$ cat src/rtl/memory_access_stage.sv
// Pipeline MEM stage: runs one data-cache load/store per instruction through a valid/ready request and a response.
// Latency: non-memory or misaligned instructions finish 1 cycle after enable; cache accesses take 3+ cycles.
// Backpressure: the request is held stable until ready; enable falling mid-access lets the access finish without a done.
module memory_access_stage (
    input  logic        clk,
    input  logic        reset,
    input  logic        mem_module_enable,
    input  logic [6:0]  opcode,
    input  logic [2:0]  funct3,
    input  logic [63:0] alu_result,
    input  logic [63:0] store_data,
    output logic        dcache_req_valid,
    input  logic        dcache_req_ready,
    output logic        dcache_req_write,
    output logic [63:0] dcache_req_addr,
    output logic [63:0] dcache_req_wdata,
    output logic [7:0]  dcache_req_wstrb,
    input  logic        dcache_resp_valid,
    input  logic [63:0] dcache_resp_rdata,
    output logic [63:0] loaded_data,
    output logic        misaligned,
    output logic        mem_done
);
    localparam logic [6:0] OP_LOAD  = 7'b0000011;
    localparam logic [6:0] OP_STORE = 7'b0100011;

    typedef enum logic [1:0] {IDLE, REQ, WAIT, DONE} state_t;
    state_t state;

    logic        is_load, is_store, is_mem, aligned;
    logic [2:0]  off;
    logic [7:0]  size_mask;
    logic [2:0]  lat_off;
    logic [1:0]  lat_size;
    logic        lat_unsigned;
    logic        lat_load;
    logic        dropped;
    logic [63:0] shifted, load_ext;

    assign off      = alu_result[2:0];
    assign is_load  = (opcode == OP_LOAD)  && (funct3 != 3'b111);
    assign is_store = (opcode == OP_STORE) && (funct3 != 3'b111);
    assign is_mem   = is_load | is_store;

    always_comb begin
        aligned   = 1'b1;
        size_mask = 8'h01;
        case (funct3[1:0])
            2'b00: begin aligned = 1'b1;           size_mask = 8'h01; end
            2'b01: begin aligned = ~off[0];        size_mask = 8'h03; end
            2'b10: begin aligned = (off[1:0] == 2'b00); size_mask = 8'h0F; end
            default: begin aligned = (off == 3'b000); size_mask = 8'hFF; end
        endcase
    end

    // Extraction uses the latched offset/size: the upstream operands may have moved on.
    assign shifted = dcache_resp_rdata >> {lat_off, 3'b000};

    always_comb begin
        load_ext = shifted;
        case (lat_size)
            2'b00:   load_ext = {{56{~lat_unsigned & shifted[7]}},  shifted[7:0]};
            2'b01:   load_ext = {{48{~lat_unsigned & shifted[15]}}, shifted[15:0]};
            2'b10:   load_ext = {{32{~lat_unsigned & shifted[31]}}, shifted[31:0]};
            default: load_ext = shifted;
        endcase
    end

    always_ff @(posedge clk) begin
        if (reset) begin
            state            <= IDLE;
            dcache_req_valid <= 1'b0;
            dcache_req_write <= 1'b0;
            dcache_req_addr  <= '0;
            dcache_req_wdata <= '0;
            dcache_req_wstrb <= '0;
            loaded_data      <= '0;
            misaligned       <= 1'b0;
            mem_done         <= 1'b0;
            lat_off          <= '0;
            lat_size         <= '0;
            lat_unsigned     <= 1'b0;
            lat_load         <= 1'b0;
            dropped          <= 1'b0;
        end else begin
            case (state)
                IDLE: begin
                    if (mem_module_enable) begin
                        if (is_mem && aligned) begin
                            state            <= REQ;
                            dcache_req_valid <= 1'b1;
                            dcache_req_write <= is_store;
                            dcache_req_addr  <= {alu_result[63:3], 3'b000};
                            dcache_req_wdata <= store_data << {off, 3'b000};
                            dcache_req_wstrb <= size_mask << off;
                            lat_off          <= off;
                            lat_size         <= funct3[1:0];
                            lat_unsigned     <= funct3[2];
                            lat_load         <= is_load;
                            dropped          <= 1'b0;
                        end else begin
                            state      <= DONE;
                            mem_done   <= 1'b1;
                            misaligned <= is_mem;
                        end
                    end
                end
                REQ: begin
                    if (!mem_module_enable) dropped <= 1'b1;
                    if (dcache_req_ready) begin
                        dcache_req_valid <= 1'b0;
                        state            <= WAIT;
                    end
                end
                WAIT: begin
                    if (dcache_resp_valid) begin
                        if (lat_load) loaded_data <= load_ext;
                        if (dropped || !mem_module_enable) begin
                            state <= IDLE;
                        end else begin
                            state    <= DONE;
                            mem_done <= 1'b1;
                        end
                    end else if (!mem_module_enable) begin
                        dropped <= 1'b1;
                    end
                end
                default: begin
                    if (!mem_module_enable) begin
                        state      <= IDLE;
                        mem_done   <= 1'b0;
                        misaligned <= 1'b0;
                    end
                end
            endcase
        end
    end
endmodule

$ cat config.mk
export PLATFORM = sky130hd
export DESIGN_NAME = memory_access_stage
export DESIGN_NICKNAME = d
export VERILOG_FILES = /design/src/rtl/memory_access_stage.sv
export SDC_FILE = /design/constraint.sdc
export NUM_CORES = 1
export LEC_CHECK = 0
export ABC_CLOCK_PERIOD_IN_PS = 2700
export CORE_MARGIN = 4
export CORE_UTILIZATION = 45
export CTS_BUF_LIST = sky130_fd_sc_hd__clkbuf_4 sky130_fd_sc_hd__clkbuf_8 sky130_fd_sc_hd__clkbuf_16
export DETAILED_ROUTE_END_ITERATION = 10
export PLACE_DENSITY = 0.78
export SYNTH_ARGS = -nofsm -noshare
export SYNTH_HDL_FRONTEND = slang
export SYNTH_SLANG_ARGS = --single-unit
$ cat constraint.sdc
create_clock -name clk -period 2.7 [get_ports clk]
set_clock_uncertainty 0.05 [all_clocks]
set_input_delay 0.27 -clock clk [delete_from_list [all_inputs] [get_ports clk]]
set_output_delay 0.27 -clock clk [all_outputs]
set_load 0.02 [all_outputs]
==> reports/results.ini, run 1 <==
[outcome]
status = finished, final reports clean

[detailed_routing]
avgRoutedWirePerCell_um = 20.1
drt_iter0_drc = 1017
drc = 0
via_per_inst = 5.58
postRouteWirelength_mm = 41.4
firstDrtPassIters = 5
vias = 11500
ant_nets = 0

[cts]
path_clk_slew_ps = 60
cts_tree = done
postCtsSetupBuffers = 0
hold_buffers = 0
cts.repair.resized = 0
numCtsBuffers = 24
clock-sinks = 211
htree_levels = 1
cts-root-buf = clkbuf_16
cts_buffer_depth = 3
clock_latency_ps = 520

[logic_synthesis]
syn_area_mm2 = 0.0111
synth-edff-count = 0
ys_seq_area_share_pct = 38.2
ys_ff_latch = 211
yosys-top-cells-area = dfxtp_1, mux2i_1, nand2_1, a21oi_1, mux2_2
synth_top_area_cell = dfxtp_1
synth_area_per_cell_um2 = 8.12
ys.flop_type = dfxtp_1
synth_warnings = 0
synthCells = 1363
synth_top_area_share_pct = 38.2
ys_types = 57
synthArstFlopShare_pct = 0

[power]
powerDensity_mw_per_mm2 = 475
total_power_mw = 7.73
peakVddDrop_uv = 437
p_leak_nw = 5.67

[cells_and_area]
syn2layout_area_growth_pct = 46.9
final_util_pct = 67.0
finish.net_count = 1927
drive_gt1_share_pct = 10.5

[floorplan]
design.core.area_mm2 = 0.0242
dieArea_mm2 = 0.0272
die_width_um = 165
num_io_pins = 411
die_h_um = 165
initial_core_util_pct = 45.6
rows = 57

[setup_path]
r2r_start = state[1]
crit_chain = clkdlybuf4s50_1, nor4_1, buf_4, and4_1, nand4_4, buf_12, a2111oi_0, buf_4, a211o_1
r2r-end = dcache_req_wdata[32]
path_class = in -> reg
cp_common_cell = buf_4
slowest_stage = a2111oi_0
r2r_slack_ps = 430
startpoint_type = input port
r2r.worst_path.cells = 7
crit_path_end_kind = flip-flop
crit_arrival_ps = 2690
critical-path-max-stage-delay_ps = 600
cp.required_ps = 3120
worstPathMaxFanout = 16

[timing]
worst_slew_pin_slew_ps = 667
period_needed_ps = 2270
slew_headroom_pct = 54.4
hold_violations = 0
setup_viol = 0
rsz0062_at_grt = false
final_max_slew_viol_count = 0
fmax_ghz = 0.440
fin_crit_sh_pct = 84.2
whs_ps = 34.3

[global_route]
antenna_found_initial = 5
grt_pass1_wl_mm = 61.5
grt_max_degree = 132
track_usage_pct = 28.7
grt_pass1_vias = 11000
grt_overflow = 0

[place]
port_buffers = 407
dpl.hpwl_mm = 30.9
gp_congestion = 0.960

[worst_hold_path]
holdCritStartpoint = reset
min_to = dcache_req_wdata[26]
hold_path.class = in -> reg
min_path_cells = 2

[flow_run]
cap_violations = 0

-- cell families after synthesis --
family                     after synthesis  synth area share, %
other                                    1               0.0339
buffers and inverters                  139                 5.98
adders and majority gates                4                0.452
and+or+nand+nor                        472                 19.0
AOI/OAI and AO/OA                      371                 19.8
muxes                                  165                 16.6
DFF                                    211                 38.2
-- cells in the final DEF (no fill, tap or decap), types with 3 or more instances in the layout --
master	netlist	final
buf_4	13	39
or3_1	19	19
and3_1	10	9
nand3_1	11	11
o22ai_1	10	10
clkinvlp_4	0	4
diode_2	0	5
buf_12	0	11
a211oi_1	27	27
or2_2	3	3
nand2_1	265	265
inv_1	8	7
clkinv_2	0	3
mux2i_1	102	102
dfxtp_1	211	209
a22oi_1	3	3
clkbuf_16	0	25
a32oi_1	14	14
a2bb2oi_1	4	4
nor2b_1	9	9
clkdlybuf4s50_1	0	403
nand2b_1	20	20
o221a_2	7	7
conb_1	1	3
mux2_2	53	53
a211o_1	11	11
o211ai_1	3	3
a21oi_1	193	193
nor2_1	90	90
a2111oi_0	8	8
mux4_2	9	9
nand3b_1	11	11
clkbuf_8	0	7
o21ai_0	79	79
nor3_1	19	19
ha_1	4	4
-- registers in the layout, summed over array words and instances, names as in the netlist --
register and flops:
dropped 1, lat_size 2, dcache_req_wdata 64, loaded_data 64, mem_done 1, dcache_req_valid 1, dcache_req_wstrb 8, state 2
dcache_req_addr 61, misaligned 1, dcache_req_write 1, lat_off 3, lat_unsigned 1, lat_load 1
-- Yosys cell counts, types with 13 or more instances --
cell      instances
a211oi_1         27
a21oi_1         193
a32oi_1          14
buf_2            42
buf_4            13
clkbuf_1         58
dfxtp_1         211
mux2_2           53
mux2i_1         102
nand2_1         265
nand2b_1         20
nor2_1           90
nor3_1           19
o21ai_0          79
or3_1            19
-- layer usage --
metal	GRT usage, %	vias to the layer above	routed length (um)
met5	0	-	20
met4	14.1	2	2110
met3	7.21	123	4040
met2	45.2	594	18900
met1	36.6	5279	16400
li1	-	5510	-
-- layout make-up --
cell class / instances / area, um^2
sequential: 211 / 4230
multi-input combinational: 1015 / 6190
timing repair buffer: 455 / 4560
clock buffer: 34 / 737
fill: 1973 / 7990
clock inverter: 10 / 92.6
antenna: 5 / 12.5
tap: 324 / 405
inverter: 9 / 33.8
-- worst max-delay path by stage --
stage / depth (start not counted) / slack (ps) / start / to
after floorplan: 8 / 800 / state[0] / loaded_data[47]
after global placement: 9 / 110 / opcode[3] / dcache_req_wdata[32]
after detailed placement: 9 / -60 / opcode[3] / dcache_req_wdata[32]
after CTS: 7 / 440 / state[1] / dcache_req_wdata[56]
after global routing: 7 / 250 / state[1] / dcache_req_wdata[32]
final: 9 / 430 / opcode[3] / dcache_req_wdata[32]
-- stage by stage --
step / setup slack [ps] / instance area [um^2] / cells / setup TNS [ps]
after floorplan: 796 / 11100 / 1365 / 0
after global placement: 109 / 15400 / 2014 / 0
after detailed placement: -61.4 / 15400 / 2014 / -61.4
after CTS: 438 / 16200 / 2058 / 0
after global routing: 250 / 16300 / 2062 / 0
final: 425 / 16300 / 2063 / 0
-- power by group --
group,total (mW),internal [mW],switching [mW]
clock,3.37,2.00,1.37
combinational,1.18,0.594,0.589
sequential,3.17,3.15,0.0227
total,7.73,5.74,1.98
-- critical path: cells and delay by family --
kind | cells | cell delay (ps)
AOI/OAI and AO/OA | 2 | 690
buffers and inverters | 4 | 1000
and+or+nand+nor | 3 | 740
(Power assumes the default switching activity.)
==> run 2, diff against run 1 <==
--- a/config.mk
+++ b/config.mk
@@ -5,7 +5,7 @@
 export SDC_FILE = /design/constraint.sdc
 export NUM_CORES = 1
 export LEC_CHECK = 0
-export ABC_CLOCK_PERIOD_IN_PS = 2700
+export ABC_CLOCK_PERIOD_IN_PS = 2300
 export CORE_MARGIN = 4
 export CORE_UTILIZATION = 45
 export CTS_BUF_LIST = sky130_fd_sc_hd__clkbuf_4 sky130_fd_sc_hd__clkbuf_8 sky130_fd_sc_hd__clkbuf_16
==> constraint.sdc (replaced) <==
create_clock -name clk -period 2.3 [get_ports clk]
set_clock_uncertainty 0.05 [all_clocks]
set_input_delay 0.23 -clock clk [delete_from_list [all_inputs] [get_ports clk]]
set_output_delay 0.23 -clock clk [all_outputs]
set_load 0.02 [all_outputs]
==> run 2 against run 1 <==
Effect of this change:
- sequential share of layout area shrank 0.34 points
- combinational power grew 22%
- sequential power grew 17%
- setup slack got worse by 400 ps
- hold slack better by 15 ps
- critical endpoint is now dcache_req_wdata[38]
- largest power group unchanged
- highest routed layer unchanged
==> reports/results.ini, run 2 (synthesis gave the netlist of run 1 again) <==
[cts]
clock_latency_ps = 510  ; was 520 ps
cts.repair.resized = 0  ; unchanged
postCtsSetupBuffers = 0  ; unchanged
hold_buffers = 0  ; unchanged
clock-sinks = 211  ; unchanged
htree_levels = 1  ; unchanged
cts_buffer_depth = 3  ; unchanged
cts_tree = done  ; unchanged
cts-root-buf = clkbuf_16  ; unchanged
numCtsBuffers = 24  ; unchanged
path_clk_slew_ps = 60  ; about the same

[floorplan]
num_io_pins = 411  ; unchanged
die_h_um = 165  ; unchanged
initial_core_util_pct = 45.6  ; unchanged
dieArea_mm2 = 0.0272  ; unchanged
design.core.area_mm2 = 0.0242  ; unchanged
rows = 57  ; unchanged
die_width_um = 165  ; unchanged

[place]
place_inst = 2041  ; was 2,014
dpl-instance-area_mm2 = 0.0156  ; was 0.0154 mm^2
gp_congestion = 0.961  ; was 0.960
port_buffers = 407  ; unchanged
dpl.hpwl_mm = 31.3  ; was 30.9 mm

[timing]
rsz0062_at_grt = false  ; unchanged
slew_headroom_pct = 60.9  ; was 54.4%
hold_violations = 0  ; unchanged
final_max_slew_viol_count = 0  ; unchanged
period_needed_ps = 2270
fin_crit_sh_pct = 98.8
final.setup.tns_ps = 0  ; unchanged
whs_ps = 49.0  ; was 34.3 ps
setup_viol = 0  ; unchanged
fmax_ghz = 0.440
worst_slew_pin_slew_ps = 572  ; was 667 ps

[setup_path]
slowest_stage = a2111oi_0  ; unchanged
crit_path_end_kind = flip-flop  ; unchanged
cp.required_ps = 2710  ; was 3120 ps
r2r-end = loaded_data[58]  ; was dcache_req_wdata[32]
path_class = in -> reg  ; unchanged
cp_common_cell = buf_4  ; unchanged
crit_arrival_ps = 2680  ; was 2690 ps
startpoint_type = input port  ; unchanged
critical-path-max-stage-delay_ps = 530  ; was 600 ps
r2r_start = lat_off[1]  ; was state[1]
critPathCapture = dcache_req_wdata[38]  ; was dcache_req_wdata[32]
setup.worst_path.start = opcode[3]  ; unchanged
worstPathMaxFanout = 17  ; was 16
r2r_slack_ps = 110  ; was 430 ps
r2r.worst_path.cells = 7  ; unchanged
crit_chain = clkdlybuf4s50_1, nor4_1, buf_4, and4_1, nand4_4, buf_12, a2111oi_0, buf_4, a211o_1  ; unchanged

[cells_and_area]
drive_gt1_share_pct = 11.9  ; was 10.5%
stdcell_count = 2088  ; was 2,063
layout_commonest_cell = clkdlybuf4s50_1  ; unchanged
final_util_pct = 67.9  ; was 67.0%
fillers = 1965  ; was 1,973
register_area_mm2 = 0.00423  ; unchanged
layout_common_cells = clkdlybuf4s50_1, nand2_1, dfxtp_1  ; unchanged
finish.net_count = 1954  ; was 1,927
multi_input_area_mm2 = 0.00619  ; about the same
final_area_mm2 = 0.0165  ; was 0.0163 mm^2
syn2layout_area_growth_pct = 48.9  ; was 46.9%
reg_top3 = dcache_req_wdata x64, loaded_data x64, dcache_req_addr x61  ; unchanged

[detailed_routing]
drt_iter0_drc = 1183  ; was 1,017
via_per_inst = 5.59  ; was 5.58
vias = 11700  ; was 11,500
ant_nets = 0  ; unchanged
avgRoutedWirePerCell_um = 20.1  ; about the same
firstDrtPassIters = 8  ; was 5
postRouteWirelength_mm = 41.9  ; was 41.4 mm
drc = 0  ; unchanged

[flow_run]
cap_violations = 0  ; unchanged

[global_route]
grt_use_met3_pct = 6.09  ; was 7.21%
grt_pass1_vias = 11200  ; was 11,000
track_usage_pct = 28.9  ; was 28.7%
grt-busiest-layer = met2  ; unchanged
use_met1_pct = 37.4  ; was 36.6%
grt_overflow = 0  ; unchanged
met2_usage_pct = 46.0  ; was 45.2%
grt_max_degree = 128  ; was 132
antenna_found_initial = 4  ; was 5
grt_pass1_wl_mm = 62.5  ; was 61.5 mm

[power]
peakVddDrop_uv = 530  ; was 437 uV
p_leak_nw = 5.82  ; was 5.67 nW
powerDensity_mw_per_mm2 = 549  ; was 475 mW/mm^2

[outcome]
status = finished, final reports clean  ; unchanged

[worst_hold_path]
hold_path.class = in -> reg  ; unchanged

==> run 2: cell count changes in the layout (fill, tap and decap cells not counted), sizes merged <==
cell	change
clkinv	+2
clkbuf	+1
diode	-2
buf	+27
clkinvlp	-2
inv	-1
==> run 2: area by class of cell <==
type | instances | share of cell area, %
Multi-Input combinational cell | 1015 | 37.6
Timing Repair Buffer | 482 | 29.0
Sequential cell | 211 | 25.7
Clock buffer | 35 | 4.52
Tap cell | 324 | 2.46
Clock inverter | 9 | 0.479
Inverter | 9 | 0.205
Antenna cell | 3 | 0.0456
==> run 2: through the flow <==
step / total power, mW / worst slack, ps
after CTS: 9.10 / 75.8
after global routing: 9.37 / 8.30
after detailed placement: 5.21 / -433
after global placement: 5.20 / -413
after floorplan: 4.53 / 396
final: 9.04 / 28.4
==> run 2: critical path: cells and delay by family <==
kind            cells  cell delay [ps]
simple gates        3              810
buf+inv             4             1000
compound gates      2              620
==> run 2: layer usage <==
metal  routed length [um]  share of wire (%)
met5                   23              0.055
met4                 2260                5.4
met3                 3740                8.9
met2                19200                 46
met1                16700                 40
==> run 2: how the worst min path moves through the flow <==
stage,slack [ps],cells past startpoint,endpoint,startpoint
3_5_place_dp,390,2,dcache_req_wdata[11],dcache_req_wdata[11]
2_1_floorplan,300,1,dcache_req_wdata[39],store_data[7]
4_1_cts,30,2,dcache_req_wdata[11],reset
3_3_place_gp,390,2,dcache_req_wdata[11],dcache_req_wdata[11]
6_report,50,3,lat_off[0],alu_result[0]
5_1_grt,50,2,dcache_req_wdata[29],reset
==> run 2: power breakdown <==
group	leakage, nW	switching, mW	internal (mW)	total (mW)
clock	0.410	1.52	2.36	3.88
sequential	1.70	0.0263	3.69	3.72
combinational	3.70	0.711	0.733	1.44
